[src/rtl/uart_pkg.sv]
// Shared UART definitions: FSM state encoding and default widths for the TX and RX paths.
package uart_pkg;

    localparam int DATA_WIDTH_DEF = 8;
    localparam int DIV_WIDTH_DEF  = 16;
    localparam int MIN_DIV        = 2;

    typedef enum logic [2:0] {
        ST_IDLE,
        ST_READ,
        ST_LATCH,
        ST_START,
        ST_DATA,
        ST_STOP
    } uart_state_t;

endpackage

[src/rtl/uart_baud_counter.sv]
// Bit-period down-counter: load divisor-1 at period entry, terminal count when it reaches zero.
module uart_baud_counter
    import uart_pkg::*;
#(
    parameter int WIDTH = DIV_WIDTH_DEF
) (
    input  logic             i_clk,
    input  logic             i_reset_w,
    input  logic             i_load_w,
    input  logic [WIDTH-1:0] i_load_val_w,
    output logic             o_tc_w
);

    logic [WIDTH-1:0] count;

    always_ff @(posedge i_clk or posedge i_reset_w) begin
        if (i_reset_w) begin
            count <= '0;
        end else if (i_load_w) begin
            count <= i_load_val_w;
        end else if (count != '0) begin
            count <= count - WIDTH'(1);
        end
    end

    assign o_tc_w = (count == '0);

endmodule

[src/rtl/uart_tx.sv]
// UART transmitter, 8N1 style framing, pulling bytes from an upstream FIFO with a one-cycle read strobe.
//   state | meaning
//   IDLE  | line high, waiting for enable and a non-empty FIFO
//   READ  | read strobe to the FIFO
//   LATCH | capture FIFO data and clamped divisor
//   START | start bit (low)
//   DATA  | data bits, LSB first
//   STOP  | stop bit (high)
module uart_tx
    import uart_pkg::*;
#(
    parameter int DATA_WIDTH = DATA_WIDTH_DEF,
    parameter int DIV_WIDTH  = DIV_WIDTH_DEF
) (
    input  logic                  i_clk,
    input  logic                  i_reset_w,
    input  logic                  i_enable_w,
    input  logic [DIV_WIDTH-1:0]  i_clks_per_bit_w,
    input  logic [DATA_WIDTH-1:0] i_data_w,
    input  logic                  i_empty_w,
    output logic                  o_read_w,
    output logic                  o_tx_w,
    output logic                  o_busy_w
);

    localparam int BIT_W = $clog2(DATA_WIDTH) + 1;

    uart_state_t           state;
    logic [DATA_WIDTH-1:0] shift_reg;
    logic [DIV_WIDTH-1:0]  div_reg;
    logic [DIV_WIDTH-1:0]  div_in;
    logic [DIV_WIDTH-1:0]  div_sel;
    logic [BIT_W-1:0]      bit_cnt;
    logic                  baud_load;
    logic                  baud_tc;

    // The START period is loaded on the same edge that latches the divisor,
    // so LATCH feeds the freshly clamped input straight to the counter.
    always_comb begin
        div_in    = (i_clks_per_bit_w < DIV_WIDTH'(MIN_DIV)) ? DIV_WIDTH'(MIN_DIV) : i_clks_per_bit_w;
        div_sel   = (state == ST_LATCH) ? div_in : div_reg;
        baud_load = (state == ST_LATCH) ||
                    (baud_tc && ((state == ST_START) || (state == ST_DATA) || (state == ST_STOP)));
    end

    uart_baud_counter #(
        .WIDTH(DIV_WIDTH)
    ) u_baud (
        .i_clk        (i_clk),
        .i_reset_w    (i_reset_w),
        .i_load_w     (baud_load),
        .i_load_val_w (div_sel - DIV_WIDTH'(1)),
        .o_tc_w       (baud_tc)
    );

    always_ff @(posedge i_clk or posedge i_reset_w) begin
        if (i_reset_w) begin
            state     <= ST_IDLE;
            o_tx_w    <= 1'b1;
            o_read_w  <= 1'b0;
            o_busy_w  <= 1'b0;
            shift_reg <= '0;
            div_reg   <= '0;
            bit_cnt   <= '0;
        end else begin
            case (state)
                ST_IDLE: begin
                    if (i_enable_w && !i_empty_w) begin
                        state    <= ST_READ;
                        o_read_w <= 1'b1;
                        o_busy_w <= 1'b1;
                    end
                end
                ST_READ: begin
                    state    <= ST_LATCH;
                    o_read_w <= 1'b0;
                end
                ST_LATCH: begin
                    shift_reg <= i_data_w;
                    div_reg   <= div_in;
                    bit_cnt   <= '0;
                    state     <= ST_START;
                    o_tx_w    <= 1'b0;
                end
                ST_START: begin
                    if (baud_tc) begin
                        state  <= ST_DATA;
                        o_tx_w <= shift_reg[0];
                    end
                end
                ST_DATA: begin
                    if (baud_tc) begin
                        if (bit_cnt == BIT_W'(DATA_WIDTH - 1)) begin
                            state  <= ST_STOP;
                            o_tx_w <= 1'b1;
                        end else begin
                            bit_cnt   <= bit_cnt + BIT_W'(1);
                            shift_reg <= shift_reg >> 1;
                            o_tx_w    <= shift_reg[1];
                        end
                    end
                end
                ST_STOP: begin
                    if (baud_tc) begin
                        state    <= ST_IDLE;
                        o_busy_w <= 1'b0;
                    end
                end
                default: begin
                    state    <= ST_IDLE;
                    o_tx_w   <= 1'b1;
                    o_read_w <= 1'b0;
                    o_busy_w <= 1'b0;
                end
            endcase
        end
    end

endmodule

[config.mk]
export PLATFORM = sky130hd
export DESIGN_NAME = uart_tx
export DESIGN_NICKNAME = d
export VERILOG_FILES = /design/src/rtl/uart_pkg.sv /design/src/rtl/uart_baud_counter.sv /design/src/rtl/uart_tx.sv
export SDC_FILE = /design/constraint.sdc
export NUM_CORES = 1
export LEC_CHECK = 0
export ABC_AREA = 1
export ABC_CLOCK_PERIOD_IN_PS = 2600
export BUFFER_PORTS_ARGS = -buffer_cell sky130_fd_sc_hd__buf_2
export CAP_MARGIN = 20
export CORE_MARGIN = 8
export CORE_UTILIZATION = 45
export DETAILED_ROUTE_END_ITERATION = 12
export GPL_TIMING_DRIVEN = 1
export PLACE_DENSITY = 0.69
export RECOVER_POWER = 100
export SLEW_MARGIN = 25
export SYNTH_ARGS = -nofsm -noshare
export SYNTH_HDL_FRONTEND = slang
export SYNTH_SLANG_ARGS = --single-unit
[constraint.sdc]
create_clock -name i_clk -period 2.6 [get_ports i_clk]
set_input_delay 0.65 -clock i_clk [delete_from_list [all_inputs] [get_ports i_clk]]
set_output_delay 0.65 -clock i_clk [all_outputs]
set_load 0.1 [all_outputs]
==> impl_metrics.tcl <==
set metrics [dict create \
    skew_ns 0.006493 \
    routed_wl_um 7311 \
    timing.final.crit_period_ns 2.387 \
    setup_ws_ns 0.2135 \
    pin_count 31 \
    critical-path-max-stage-delay_ns 0.48 \
    critPathMaxFanout 13 \
    pwr-share-seq_pct 60.7 \
    drive_gt1_share_pct 15.55 \
    crit_required_ns 2.80 \
    rr_worst_depth 12 \
    startpoint_type "flop" \
    net-switching-power_mw 0.2926 \
    hold_end "o_read_w" \
    rsz0062_at_grt "no" \
    first_pass_iters 5 \
    p_sw_share_pct 22.84 \
    post_cts_buffers 0 \
    via_per_inst 5.086 \
    rows 30 \
    whs_ns 0.4920 \
    cts_root_buf "clkbuf_8" \
    antenna_found_initial 0 \
    grtUsageTotal_pct 15.83 \
    worstSetupPathType "flop to flop" \
    routabilityCongestion 0.9166 \
    syn_area_per_cell_um2 7.101 \
    cp-end-kind "flop" \
    insertion_delay_ns 0.31 \
    synthCells 440 \
    hold_depth 2 \
    synth_seq_cells 50 \
    p_clk_share_pct 35.4 \
    routed-via-count 2828 \
    stdcell_count 556 \
    powerDensity_mw_per_mm2 373.2 \
    post-route-period-util_pct 91.79 \
    cts_tree "done" \
    fp.coreArea_mm2 0.006756 \
    die_area_mm2 0.009865 \
    dp_slack_ns 0.1868 \
    post_drt_wl_per_cell_um 13.15 \
    grt_overflow 0 \
    leakagePower_nw 1.906 \
    yosysWarnings 0 \
    internal_power_mw 0.9884 \
    drt_iter0_drc 166 \
    critPathTopFamily "simple AND/OR/NAND/NOR gates" \
    nets 506 \
    status "finished clean" \
    slew_headroom_pct 22.07 \
    area_growth_pct 9.852 \
    r2r_start "state[0]" \
    hold_violations 0 \
    worst-path-buf-inv 2 \
    r2r_slack_ns 0.21 \
    worst_pin_slew_ns 1.174 \
    grt_pass1_wl_um 12850 \
    ant_nets 0 \
    crit_chain "inv_1 -> nand3_4 -> buf_4 -> nand2_1 -> o21ai_0 -> nand3_1 -> nand2_1 -> nor2_1 -> nand2_1 -> nor2_1 -> xor2_1 -> nor2_1" \
    ys_types 41 \
    r2r_end "u_baud.count[7]" \
    holdCritStartpoint "o_read_w" \
    clock.fmax_ghz 0.4190 \
    cap_violations 0 \
    clockBufferDepth 2 \
    grt_max_degree 28 \
    vdd_drop_max_uv 231.4 \
    critPathArrivalTime_ns 2.58 \
    antenna_cells 0 \
    hp-class "flop to flop" \
    syn_area_mm2 0.003124 \
    die_x_um 99.33 \
    setup_viol 0 \
    drc 0 \
    hpwl_um 5608 \
    clkTransAtPathRegs_ns 0.09 \
    grt_pass1_vias 2797 \
    drv_slew 0 \
    fin_tns_setup_ns 0 \
    cp_slowest_cell "dfrtp_1" \
    floorplan.initialDensity_pct 46.24 \
    die_h_um 99.33 \
    dp.cells 548 \
    ys_seq_area_share_pct 40.09 \
    cts.sinks 50 \
    cts_inserted_buffers 5 \
    htree_levels 2 \
    comb_power_share_pct 3.9 \
    synth_nets 471 \
    port_buffers 30 \
]
placed cells by master, fill, tap and decap left out, types with 4 or more instances in the layout:
| cell type | netlist | final |
|---|---|---|
| clkbuf_8 | 0 | 5 |
| a21oi_1 | 9 | 9 |
| nand3_1 | 33 | 33 |
| nand2_2 | 8 | 8 |
| nand2_1 | 137 | 137 |
| clkbuf_1 | 2 | 6 |
| nor2_1 | 59 | 60 |
| a31oi_1 | 6 | 6 |
| buf_4 | 3 | 9 |
| dfrtp_1 | 49 | 47 |
| o21ai_0 | 11 | 17 |
| buf_2 | 5 | 27 |
| nand3b_1 | 4 | 4 |
| inv_1 | 55 | 57 |
| nand3_2 | 4 | 4 |
power groups by stage:
stage	clock network [mW]	registers, mW	logic, mW
6_report	0.453	0.778	0.0500
5_1_grt	0.488	0.778	0.0595
4_1_cts	0.467	0.778	0.0559
3_5_place_dp	0	0.793	0.0555
3_3_place_gp	0	0.793	0.0545
2_1_floorplan	0	0.793	0.0219
what timing repair did:
action,4_1_cts,5_1_grt
resized for setup,0,2
setup endpoints to repair,0,5
hold buffers,0,0
through the flow:
step                power [mW]  cell area (um^2)  util [%]
finish                   1.281              3432     50.80
global route             1.325              3432     50.80
CTS                      1.301              3461     51.22
detailed placement      0.8489              3377     49.98
global placement        0.8479              3377     49.98
floorplan               0.8153              3124         -
how the worst max path moves through the flow:
stage	start	end	slack (ns)	cells past startpoint
2_1_floorplan	state[0]	u_baud.count[6]	0.56	13
3_3_place_gp	i_clks_per_bit_w[3]	u_baud.count[12]	0.21	15
3_5_place_dp	i_clks_per_bit_w[13]	u_baud.count[14]	0.19	13
4_1_cts	state[2]	u_baud.count[14]	0.20	11
5_1_grt	u_baud.count[9]	u_baud.count[8]	0.01	15
6_report	state[0]	u_baud.count[7]	0.21	12
layout make-up:
class | count | area (um^2)
clock inverters | 1 | 7.507
flip-flops and latches | 50 | 1255
multi-input cells | 315 | 1535
repair buffers | 42 | 227.7
fillers | 691 | 3324
well taps | 80 | 100.1
inverters | 61 | 230.2
clock buffers | 7 | 76.32
Yosys cell counts:
| cell | number | area, um^2 |
|---|---|---|
| nand2_1 | 137 | 514.2 |
| nor2_1 | 59 | 221.5 |
| inv_1 | 55 | 206.5 |
| dfrtp_1 | 49 | 1226 |
| nand3_1 | 33 | 165.2 |
| o21ai_0 | 11 | 55.05 |
| a21oi_1 | 9 | 45.04 |
| nand2_2 | 8 | 50.05 |
| o21ai_1 | 7 | 35.03 |
| a31oi_1 | 6 | 37.54 |
| buf_2 | 5 | 25.02 |
| inv_2 | 5 | 18.77 |
| buf_6 | 4 | 45.04 |
| nand3_2 | 4 | 40.04 |
| nand3b_1 | 4 | 30.03 |
| buf_4 | 3 | 22.52 |
| ha_1 | 3 | 37.54 |
| nand3_4 | 3 | 52.55 |
| nand4_1 | 3 | 18.77 |
| nor2_4 | 3 | 33.78 |
| or2_1 | 3 | 18.77 |
| xor2_1 | 3 | 26.28 |
| clkbuf_1 | 2 | 7.510 |
| nor2_2 | 2 | 12.51 |
| nor3b_1 | 2 | 15.01 |
| o211ai_1 | 2 | 15.01 |
| a21oi_2 | 1 | 8.760 |
| a221oi_1 | 1 | 8.760 |
| a32o_1 | 1 | 10.01 |
| and2_1 | 1 | 6.260 |
| clkinv_2 | 1 | 5.000 |
| dfstp_2 | 1 | 26.28 |
| nand2_4 | 1 | 11.26 |
| nand4_4 | 1 | 21.27 |
| nor3_1 | 1 | 5.000 |
| nor4_1 | 1 | 6.260 |
| o211a_1 | 1 | 10.01 |
| o21a_1 | 1 | 7.510 |
| o21ai_2 | 1 | 8.760 |
| o31ai_1 | 1 | 7.510 |
| or2_2 | 1 | 6.260 |
kinds of logic (layout without fill, tap and decap cells):
logic type	after synthesis	count (layout)	share of synthesized area, %
and+or+nand+nor	267	267	39.33
buffers and inverters	75	111	10.57
DFF	50	50	40.09
AOI/OAI and AO/OA	42	42	7.970
adders and majority gates	3	3	1.202
xor gates and xnor gates	3	3	0.8412
worst reg2reg max path, delay by kind of cell (launching register included):
kind,cells,cell delay (ns)
buffers and inverters,2,0.42
AOI/OAI and AO/OA,1,0.17
xor gates and xnor gates,1,0.21
and+or+nand+nor,8,1.00
DFF,1,0.48
layer usage:
| layer | up-vias | global-route usage [%] | routed length, um |
|---|---|---|---|
| met3 | 11 | 3.282 | 392 |
| met1 | 1299 | 20.13 | 3324 |
| li1 | 1446 | - | - |
| met4 | 0 | 4.773 | 97 |
| met5 | - | 0 | 0 |
| met2 | 72 | 26.24 | 3497 |
Note: power is estimated with default switching activity, not from simulation.
